### config.mk
export PLATFORM = sky130hd
export DESIGN_NAME = uart_rx_oversample
export DESIGN_NICKNAME = d
export VERILOG_FILES = /design/src/rtl/uart_pkg.sv /design/src/rtl/uart_os_tick_gen.sv /design/src/rtl/uart_rx_oversample.sv
export SDC_FILE = /design/constraint.sdc
export NUM_CORES = 1
export LEC_CHECK = 0
export CORE_MARGIN = 2
export CORE_UTILIZATION = 35
export DETAILED_ROUTE_END_ITERATION = 8
export DONT_BUFFER_PORTS = 1
export MAX_ROUTING_LAYER = met4
export PLACE_DENSITY = 0.49
export SYNTH_ARGS = -nofsm -noshare
export SYNTH_HDL_FRONTEND = slang
export SYNTH_SLANG_ARGS = --single-unit
### constraint.sdc
create_clock -name sys_clk -period 1.7 [get_ports sys_clk]
set_input_delay 0.34 -clock sys_clk [delete_from_list [all_inputs] [get_ports sys_clk]]
set_output_delay 0.34 -clock sys_clk [all_outputs]
set_load 0.01 [all_outputs]
### src/rtl/uart_pkg.sv
// Shared definitions for the oversampling UART receive path.
//   CHAR_XON / CHAR_XOFF : in-band flow-control characters
//   rx_state_e           : receiver state encoding
//   calc_div             : sys_clk cycles per oversample tick
//   maj3 / xor64         : voting and parity helpers
package uart_pkg;

  localparam logic [7:0] CHAR_XON  = 8'd17;
  localparam logic [7:0] CHAR_XOFF = 8'd19;

  typedef enum logic [2:0] {
    IDLE   = 3'd0,
    START  = 3'd1,
    DATA   = 3'd2,
    PARITY = 3'd3,
    STOP   = 3'd4
  } rx_state_e;

  // Truncated clk/(baud*os), never below one cycle per tick.
  function automatic int unsigned calc_div(input longint unsigned clk_hz,
                                           input longint unsigned baud,
                                           input longint unsigned os);
    longint unsigned d;
    if ((baud * os) == 64'd0) begin
      d = 64'd1;
    end else begin
      d = clk_hz / (baud * os);
    end
    if (d < 64'd1) begin
      d = 64'd1;
    end else begin
      d = d;
    end
    return 32'(d);
  endfunction

  function automatic logic maj3(input logic a, input logic b, input logic c);
    return (a & b) | (a & c) | (b & c);
  endfunction

  function automatic logic xor64(input logic [63:0] v);
    return ^v;
  endfunction

endpackage

### src/rtl/uart_os_tick_gen.sv
// Oversample tick divider.
//   sys_clk : system clock
//   reset_n : synchronous active-low reset
//   restart : realigns the divider to the current cycle (start-bit edge)
//   os_tick : one-cycle pulse every DIV cycles
module uart_os_tick_gen #(
  parameter int unsigned DIV = 1
) (
  input  logic sys_clk,
  input  logic reset_n,
  input  logic restart,
  output logic os_tick
);

  localparam int CW = (DIV > 1) ? $clog2(DIV) : 1;
  localparam logic [CW-1:0] LAST = CW'(DIV - 1);

  logic [CW-1:0] cnt_q;
  logic [CW-1:0] cnt_d;

  // Tick decode; with DIV=1 every cycle is a tick.
  assign os_tick = (cnt_q == LAST);

  // Divider next value: restart wins over the free-running wrap.
  always_comb begin
    cnt_d = cnt_q;
    if (restart) begin
      cnt_d = '0;
    end else if (cnt_q == LAST) begin
      cnt_d = '0;
    end else begin
      cnt_d = cnt_q + CW'(1);
    end
  end

  // Divider register.
  always_ff @(posedge sys_clk) begin
    if (!reset_n) begin
      cnt_q <= '0;
    end else begin
      cnt_q <= cnt_d;
    end
  end

endmodule

### src/rtl/uart_rx_oversample.sv
// UART receiver: 16x oversampling, 3-sample majority vote, optional parity,
// stop-bit check, XON/XOFF consumption and a one-entry output holding register.
//   sys_clk, reset_n      : clock, synchronous active-low reset
//   rx                    : asynchronous serial line, idle high
//   dout/so/ro            : received frame, send (valid), downstream ready
//   xon_detect/xoff_detect: flow-control character pulses
//   parity_error, frame_error, overrun : one-cycle error pulses
//   busy                  : a frame is in progress
module uart_rx_oversample #(
  parameter int unsigned FRAME_WIDTH       = 8,
  parameter int unsigned BAUD_RATE         = 12800,
  parameter int unsigned SYS_CLK_FREQ      = 2_000_000_000,
  parameter int unsigned OVERSAMPLE        = 16,
  parameter bit          PARITY_EN         = 1'b1,
  parameter bit          PARITY_ODD        = 1'b0,
  parameter bit          FILTER_FLOW_CHARS = 1'b1
) (
  input  logic                   sys_clk,
  input  logic                   reset_n,
  input  logic                   rx,
  output logic [0:FRAME_WIDTH-1] dout,
  output logic                   so,
  input  logic                   ro,
  output logic                   xon_detect,
  output logic                   xoff_detect,
  output logic                   parity_error,
  output logic                   frame_error,
  output logic                   overrun,
  output logic                   busy
);

  import uart_pkg::*;

  localparam int unsigned DIV = calc_div(64'(SYS_CLK_FREQ), 64'(BAUD_RATE), 64'(OVERSAMPLE));
  localparam int TW = $clog2(OVERSAMPLE);
  localparam int BW = (FRAME_WIDTH > 1) ? $clog2(FRAME_WIDTH) : 1;
  localparam logic [TW-1:0] TICK_S0   = TW'(OVERSAMPLE / 2 - 1);
  localparam logic [TW-1:0] TICK_S1   = TW'(OVERSAMPLE / 2);
  localparam logic [TW-1:0] TICK_MAJ  = TW'(OVERSAMPLE / 2 + 1);
  localparam logic [TW-1:0] TICK_LAST = TW'(OVERSAMPLE - 1);
  localparam logic [BW-1:0] BIT_LAST  = BW'(FRAME_WIDTH - 1);
  localparam logic [FRAME_WIDTH-1:0] XON_W  = FRAME_WIDTH'(CHAR_XON);
  localparam logic [FRAME_WIDTH-1:0] XOFF_W = FRAME_WIDTH'(CHAR_XOFF);

  rx_state_e state_q, state_d;
  logic rx_meta_q, rx_sync_q;
  logic line_armed_q, line_armed_d;
  logic [TW-1:0] tick_cnt_q, tick_cnt_d;
  logic [BW-1:0] bit_cnt_q, bit_cnt_d;
  logic [1:0] samp_q, samp_d;
  logic [FRAME_WIDTH-1:0] shift_q, shift_d;
  logic par_err_q, par_err_d;
  // Holding register kept LSB-at-0; the ascending port maps it to dout[FRAME_WIDTH-1].
  logic [FRAME_WIDTH-1:0] dout_q, dout_d;
  logic so_q, so_d;
  logic xon_q, xon_d, xoff_q, xoff_d, perr_q, perr_d, ferr_q, ferr_d, ovr_q, ovr_d;
  logic os_tick, start_det, maj_pt, bit_end, bit_maj;

  uart_os_tick_gen #(.DIV(DIV)) u_tick (
    .sys_clk (sys_clk),
    .reset_n (reset_n),
    .restart (start_det),
    .os_tick (os_tick)
  );

  assign start_det = (state_q == IDLE) && line_armed_q && !rx_sync_q;
  assign maj_pt    = os_tick && (tick_cnt_q == TICK_MAJ);
  assign bit_end   = os_tick && (tick_cnt_q == TICK_LAST);
  // Third vote is the live synchronised sample at the majority tick.
  assign bit_maj   = maj3(samp_q[0], samp_q[1], rx_sync_q);

  assign dout         = dout_q;
  assign so           = so_q;
  assign xon_detect   = xon_q;
  assign xoff_detect  = xoff_q;
  assign parity_error = perr_q;
  assign frame_error  = ferr_q;
  assign overrun      = ovr_q;
  assign busy         = (state_q != IDLE);

  // State register.
  always_ff @(posedge sys_clk) begin
    if (!reset_n) begin
      state_q <= IDLE;
    end else begin
      state_q <= state_d;
    end
  end

  // Next-state logic.
  always_comb begin
    state_d = state_q;
    case (state_q)
      IDLE:    if (start_det) state_d = START; else state_d = IDLE;
      START:   if (maj_pt && bit_maj) state_d = IDLE;
               else if (bit_end) state_d = DATA;
               else state_d = START;
      DATA:    if (bit_end && (bit_cnt_q == BIT_LAST)) state_d = PARITY_EN ? PARITY : STOP;
               else state_d = DATA;
      PARITY:  if (bit_end) state_d = STOP; else state_d = PARITY;
      // Finish at the stop majority point to leave half a bit of slack.
      STOP:    if (maj_pt) state_d = IDLE; else state_d = STOP;
      default: state_d = IDLE;
    endcase
  end

  // Bit timing, sampling, shift register, parity and line arming.
  always_comb begin
    tick_cnt_d   = tick_cnt_q;
    samp_d       = samp_q;
    bit_cnt_d    = bit_cnt_q;
    shift_d      = shift_q;
    par_err_d    = par_err_q;
    line_armed_d = line_armed_q;

    if (state_q == IDLE) begin
      tick_cnt_d = '0;
    end else if (os_tick) begin
      tick_cnt_d = (tick_cnt_q == TICK_LAST) ? '0 : tick_cnt_q + TW'(1);
    end else begin
      tick_cnt_d = tick_cnt_q;
    end

    if (os_tick && (tick_cnt_q == TICK_S0)) begin
      samp_d[0] = rx_sync_q;
    end else if (os_tick && (tick_cnt_q == TICK_S1)) begin
      samp_d[1] = rx_sync_q;
    end else begin
      samp_d = samp_q;
    end

    if (state_q != DATA) begin
      bit_cnt_d = '0;
    end else if (bit_end) begin
      bit_cnt_d = (bit_cnt_q == BIT_LAST) ? '0 : bit_cnt_q + BW'(1);
    end else begin
      bit_cnt_d = bit_cnt_q;
    end

    // LSB first: each new bit enters at the top and walks down to bit 0.
    if ((state_q == DATA) && maj_pt) begin
      shift_d = {bit_maj, shift_q[FRAME_WIDTH-1:1]};
    end else begin
      shift_d = shift_q;
    end

    if (state_q == IDLE) begin
      par_err_d = 1'b0;
    end else if ((state_q == PARITY) && maj_pt) begin
      par_err_d = bit_maj ^ xor64(64'(shift_q)) ^ PARITY_ODD;
    end else begin
      par_err_d = par_err_q;
    end

    // A low stop bit disarms so a held break cannot retrigger.
    if ((state_q == STOP) && maj_pt && !bit_maj) begin
      line_armed_d = 1'b0;
    end else if ((state_q == IDLE) && rx_sync_q) begin
      line_armed_d = 1'b1;
    end else begin
      line_armed_d = line_armed_q;
    end
  end

  // Frame completion priority and holding-register handshake.
  always_comb begin
    so_d   = so_q && !ro;
    dout_d = dout_q;
    xon_d  = 1'b0;
    xoff_d = 1'b0;
    perr_d = 1'b0;
    ferr_d = 1'b0;
    ovr_d  = 1'b0;
    if ((state_q == STOP) && maj_pt) begin
      if (!bit_maj) begin
        ferr_d = 1'b1;
      end else if (PARITY_EN && par_err_q) begin
        perr_d = 1'b1;
      end else if (FILTER_FLOW_CHARS && (shift_q == XON_W)) begin
        xon_d = 1'b1;
      end else if (FILTER_FLOW_CHARS && (shift_q == XOFF_W)) begin
        xoff_d = 1'b1;
      end else if (so_q && !ro) begin
        ovr_d = 1'b1;
      end else begin
        dout_d = shift_q;
        so_d   = 1'b1;
      end
    end else begin
      dout_d = dout_q;
    end
  end

  // Synchroniser, datapath and output registers.
  always_ff @(posedge sys_clk) begin
    if (!reset_n) begin
      rx_meta_q    <= 1'b1;
      rx_sync_q    <= 1'b1;
      line_armed_q <= 1'b0;
      tick_cnt_q   <= '0;
      bit_cnt_q    <= '0;
      samp_q       <= '0;
      shift_q      <= '0;
      par_err_q    <= 1'b0;
      dout_q       <= '0;
      so_q         <= 1'b0;
      xon_q        <= 1'b0;
      xoff_q       <= 1'b0;
      perr_q       <= 1'b0;
      ferr_q       <= 1'b0;
      ovr_q        <= 1'b0;
    end else begin
      rx_meta_q    <= rx;
      rx_sync_q    <= rx_meta_q;
      line_armed_q <= line_armed_d;
      tick_cnt_q   <= tick_cnt_d;
      bit_cnt_q    <= bit_cnt_d;
      samp_q       <= samp_d;
      shift_q      <= shift_d;
      par_err_q    <= par_err_d;
      dout_q       <= dout_d;
      so_q         <= so_d;
      xon_q        <= xon_d;
      xoff_q       <= xoff_d;
      perr_q       <= perr_d;
      ferr_q       <= ferr_d;
      ovr_q        <= ovr_d;
    end
  end

endmodule
# After elaboration in Yosys (flattened, before gate mapping)
# Index checks and enable logic that the tools add are counted.
[totals]
input_bits = 4
register_bits = 52
elab_cells = 98
[classes]
reduce_logical = 31
n_addsub = 3
mux = 19
eq_ne = 13
bitwise = 14
[ops]
columns = ["op", "n"]
rows = [
  ["$reduce_xor 64->1", 1],
  ["$eq 8x5->1 const B", 2],
  ["$pmux 3 s5", 1],
  ["$add 14x1->14 const B", 1],
  ["$eq 14x14->1 const B", 1],
  ["$logic_and 1x1->1", 14],
  ["$eq 4x4->1 const B", 3],
  ["$mux 1", 12],
  ["$mux 3", 3],
  ["$not 1->1", 8],
  ["$eq 3x2->1 const B", 2],
  ["$eq 3x3->1 const B", 2],
  ["$reduce_and 6->1", 1],
  ["$reduce_or 2->1", 3],
  ["$reduce_or 6->1", 1],
  ["$reduce_or 5->1", 1],
  ["$add 4x1->4 const B", 1],
  ["$eq 4x3->1 const B", 1],
  ["$mux 2", 2],
  ["$mux 4", 1],
  ["$reduce_and 2->1", 2],
  ["$reduce_or 4->1", 1],
  ["$add 3x1->3 const B", 1],
  ["$and 1x1->1", 3],
  ["9 further kinds", 12],
]

# Logic depth before layout (Yosys ltp)
[depth]
word_depth = 7
mapped_depth = 8

# Hierarchy
# From an unflattened synthesis, not the netlist that was laid out.
[unflattened]
hier_cells = 269
hier_area_um2 = 2482.4
[by_module_without_submodules]
columns = ["module", "area_each_um2", "n_inst", "seq_area_each_um2", "cells_per_inst"]
rows = [
  ["uart_rx_oversample", 1808.0, 1, 760.7, 196],
  ["uart_os_tick_gen", 674.4, 1, 280.3, 73],
]

# Worst setup path before layout
# OpenSTA, ideal clock, no wires.
[synth_timing]
kind = "flip-flop to flip-flop"
startpoint = "register u_tick.cnt_q[0]"
endpoint = "register tick_cnt_q[0]"
path_slack_ns = -0.117
setup_time_ns = 0.095
synth_period_minus_slack_ns = 1.817
path_buffers = 0
arrival_ns = 1.721
stages_incl_launch_ff = 7
t_required_ns = 1.605
path_cell_list = "dfxtp_1 -> inv_1 -> ha_1 -> or4b_4 -> nor4_2 -> nand2_1 -> a221oi_1"
[synth_between]
elab_chain_len = 1
[synth_rtl]
columns = ["item", "line", "rtl"]
rows = [
  ["start, declared", "uart_os_tick_gen.sv:18", "logic [CW-1:0] cnt_q;"],
  ["start signal, assigned", "uart_os_tick_gen.sv:41", "cnt_q <= cnt_d;"],
  ["$eq 14x14->1", "uart_os_tick_gen.sv:22", "assign os_tick = (cnt_q == LAST);"],
  ["end signal, assigned", "uart_rx_oversample.sv:216", "tick_cnt_q <= tick_cnt_d;"],
  ["end, declared", "uart_rx_oversample.sv:48", "logic [TW-1:0] tick_cnt_q, tick_cnt_d;"],
]
# No other way between the ends.
# A chain may end at the register's enable or synchronous reset.

# Final worst setup path
[layout_timing]
startpoint = "register u_tick.cnt_q[0]"
endpoint = "register bit_cnt_q[2]"
[layout_between]
elab_chain_len = 2
[layout_rtl]
columns = ["item", "line", "rtl"]
rows = [
  ["$eq 14x14->1", "uart_os_tick_gen.sv:22", ""],
  ["$logic_and 1x1->1", "uart_rx_oversample.sv:68", "assign bit_end = os_tick && (tick_cnt_q == TICK_LAST);"],
  ["end signal, assigned", "uart_rx_oversample.sv:217", "bit_cnt_q <= bit_cnt_d;"],
  ["end, declared", "uart_rx_oversample.sv:49", "logic [BW-1:0] bit_cnt_q, bit_cnt_d;"],
]
# No other way between the ends.

==> impl_metrics.toml <==
[synthesis]
synthAdderAreaFrac_pct = 6.33
synthTopCellsByArea = "dfxtp_1, ha_1, nand2_1, nand3_1, a21oi_1"
netlist_top_cells_count = "dfxtp_1, nand2_1, nand3_1"
yosysMostFrequentCell = "dfxtp_1"
ys_warn_count = 0
ys_seq_area_share_pct = 41.1
synth_mux_area_share_pct = 3.16
async_flop_share_pct = 0
ys_ff_latch = 52
synth_top_family_by_area = "simple AND/OR/NAND/NOR gates"
synth_nets = 307
synth_compound_area_share_pct = 11.9
synth.distinct_cells = 49
syn_inst = 291
synth_top_area_share_pct = 41.1
synth_area_sq_um = 2530
synthFlopType = "dfxtp_1"
yosysTopAreaCell = "dfxtp_1"
synthSimpleGateAreaFrac_pct = 28.6
syn_area_per_cell_sq_um = 8.70
synthXorXnorAreaFrac_pct = 4.50
synth_edf_count = 0

[global_routing]
grt.busiest_layer = "met2"
grt_first_pass_wirelength_microns = 9640
use_met2_pct = 27.2
track_usage_pct = 16.1
first_global_vias = 2030
antenna_found_initial = 0
grt_start_max_net_pins = 26
gr-total-overflow = 0
use_met1_pct = 19.5
grt_util_met3_pct = 3.14

[power]
switching_power_mw = 0.516
p_int_mw = 1.73
p_sw_share_pct = 23.0
pwr-share-seq_pct = 55.0
ir_drop_mv = 0.333
power_leakage_nw = 1.20
total_power_mw = 2.24
p_clk_share_pct = 40.0
comb_power_share_pct = 5.0
power_density_nw_per_um2 = 650

[worst_hold_path]
holdCritStartpoint = "ro"
hp-class = "primary input to flip-flop"
min_to = "overrun$_SDFF_PP0_"
holdPathStages = 1

[final_layout]
antennaDiodeCount = 0
final-instance-count-excl-fill = 445
fin_nets = 361
synthToLayoutAreaGrowth_pct = 36.5
layout-drive-gt1-share_pct = 35.5

[detailed_routing]
viasPerCell = 5.07
routed_wirelength_microns = 6310
final_antenna_net_count = 0
drcViolationCount = 0
firstDrtPassIters = 4
first_iter_violations = 61
vias = 2254
wl_per_cell_microns = 14.2

[placement]
post-dp-hpwl_microns = 4270
dp.cells = 424
dp_slack_ns = -0.0483
port_buffers = 0
routabilityCongestion = 0.813

[timing]
maxSlewHeadroom_pct = 71.0
skew_ns = 0.00846
slew_viol_final = 0
setup_viol = 27
final_hold_viol_count = 0
final_min_period_over_clock_period_pct = 106
rsz0062_at_grt = "true"
worst_pin_slew_ns = 0.430
tns_ns = -1.28
period_minus_slack_ns = 1.80
max_freq_ghz = 0.554
fin_ws_ns = -0.104

[cts]
clock_path_buffers = 2
cts_made_buffers = 5
htreeDepth = 2
clkTransAtPathRegs_ns = 0.10
cts_tree = "done"
cts-hold-fix-buffers = 0
cts.sinks = 52
insertion_delay_ns = 0.31
cts_root_buffer = "clkbuf_8"

[die]
start_util_pct = 35.5
rows = 31
die_h_microns = 89.0
core_area_sq_um = 7140
io_pins = 19
dieWidth_microns = 89.0
die-area_sq_um = 7930

[run_status]
violations = "negative setup slack"
status = "finished with violations"

[worst_setup_path]
cp-end-kind = "flip-flop"
r2r-end = "bit_cnt_q[2]$_SDFFE_PP0P_"
critPathKind = "flip-flop to flip-flop"
critPathMaxFanout = 7
cp_data_arrival_time_ns = 2.05
reg2reg_depth = 7
rrSetupSlack_ns = -0.10
rr_startpoint = "u_tick.cnt_q[0]$_SDFF_PP0_"
startpoint_type = "flip-flop"
required_ns = 1.95

[run]
drv_cap = 0
## power by group through the flow
stage                     clock [mW]  sequential (mW)  combinational, mW
after global routing           0.982             1.24              0.122
final                          0.899             1.23              0.111
after detailed placement           0             1.26             0.0851
after floorplan                    0             1.26             0.0583
after CTS                      0.935             1.24             0.0962
after global placement             0             1.26             0.0838
## timing repair
action / CTS / global route
endpoints found under the setup margin: 17 / 48
pin swaps: 5 / 28
setup buffers: 2 / 9
hold endpoints to repair: 0 / 0
gates resized for setup: 16 / 36
cloned: 0 / 2
## flip-flops by register name, indices dropped and copies added, names as in the netlist, 2 cells and up
register	flops
shift_q	8
dout	8
samp_q	2
u_tick.cnt_q	14
state_q	3
tick_cnt_q	4
bit_cnt_q	3
## per-stage QoR
| stage | hold slack [ns] | utilization, % | cell area [sq um] |
|---|---|---|---|
| after floorplan | 0.386 | - | 2570 |
| after global placement | 0.391 | 42.1 | 3010 |
| after detailed placement | 0.394 | 42.1 | 3010 |
| after CTS | 0.0746 | 44.6 | 3180 |
| after global routing | 0.0704 | 48.4 | 3450 |
| final | 0.0815 | 48.4 | 3450 |
## worst max path at each step
stage | startpoint | endpoint | slack [ns] | cells after the start
after floorplan | tick_cnt_q[1]$_SDFFE_PP0N_ | dout[0]$_SDFFE_PN0P_ | 0.000006 | 6
after global placement | u_tick.cnt_q[0]$_SDFF_PP0_ | samp_q[0]$_SDFFE_PN0P_ | -0.02 | 6
after detailed placement | u_tick.cnt_q[0]$_SDFF_PP0_ | overrun$_SDFF_PP0_ | -0.05 | 6
after CTS | u_tick.cnt_q[0]$_SDFF_PP0_ | xoff_detect$_SDFF_PP0_ | -0.03 | 6
after global routing | u_tick.cnt_q[0]$_SDFF_PP0_ | xoff_detect$_SDFF_PP0_ | -0.20 | 6
final | u_tick.cnt_q[0]$_SDFF_PP0_ | bit_cnt_q[2]$_SDFFE_PP0P_ | -0.10 | 7
## logic make-up (layout without fill, tap and decap cells)
family,count (synthesis),after routing
simple gates,125,125
flops,52,52
xor+xnor,13,13
mux,8,8
compound gates,53,53
buf+inv,27,82
fa+ha+maj,13,13
## layout make-up
class / count / area (sq um)
Clock buffer: 5 / 68.8
Clock inverter: 3 / 46.3
Fill cell: 711 / 3680
Inverter: 18 / 67.6
Multi-Input combinational cell: 212 / 1590
Sequential cell: 52 / 1060
Tap cell: 99 / 124
Timing Repair Buffer: 56 / 504
## critical path, stage by stage (launching register included)
cell       delay, ns
dfxtp_2         0.34
inv_2           0.06
ha_4            0.13
or4b_4          0.49
nor3_4          0.27
clkbuf_16       0.23
nand3_2         0.06
a21oi_1         0.15
## metal layers
metal / share of wire [%] / up-vias
met4: 1.4 / 0
met1: 46 / 1069
met2: 49 / 40
met5: 0 / -
li1: - / 1138
met3: 3.4 / 7
## cell usage in the layout (no fill, tap or decap), types with 3 or more instances in the layout
master / Yosys / layout
o21ai_1: 0 / 3
o21ai_0: 18 / 15
dfxtp_1: 52 / 44
nor3_1: 6 / 5
dfxtp_2: 0 / 6
nand3_1: 23 / 9
inv_1: 18 / 15
a21oi_1: 22 / 13
nand2_1: 37 / 37
a21oi_2: 0 / 9
nand4_1: 4 / 4
nor2b_1: 3 / 3
ha_1: 12 / 9
o31ai_1: 3 / 3
clkbuf_8: 0 / 5
or4_1: 4 / 3
mux2i_1: 8 / 8
buf_6: 1 / 3
nand3_2: 0 / 11
inv_2: 0 / 3
buf_12: 0 / 3
nand3_4: 0 / 3
nand2b_1: 3 / 3
buf_4: 0 / 48
nor2_1: 16 / 14
xnor2_1: 7 / 7
xor2_1: 6 / 6
Note: power is estimated with default switching activity, not from simulation.
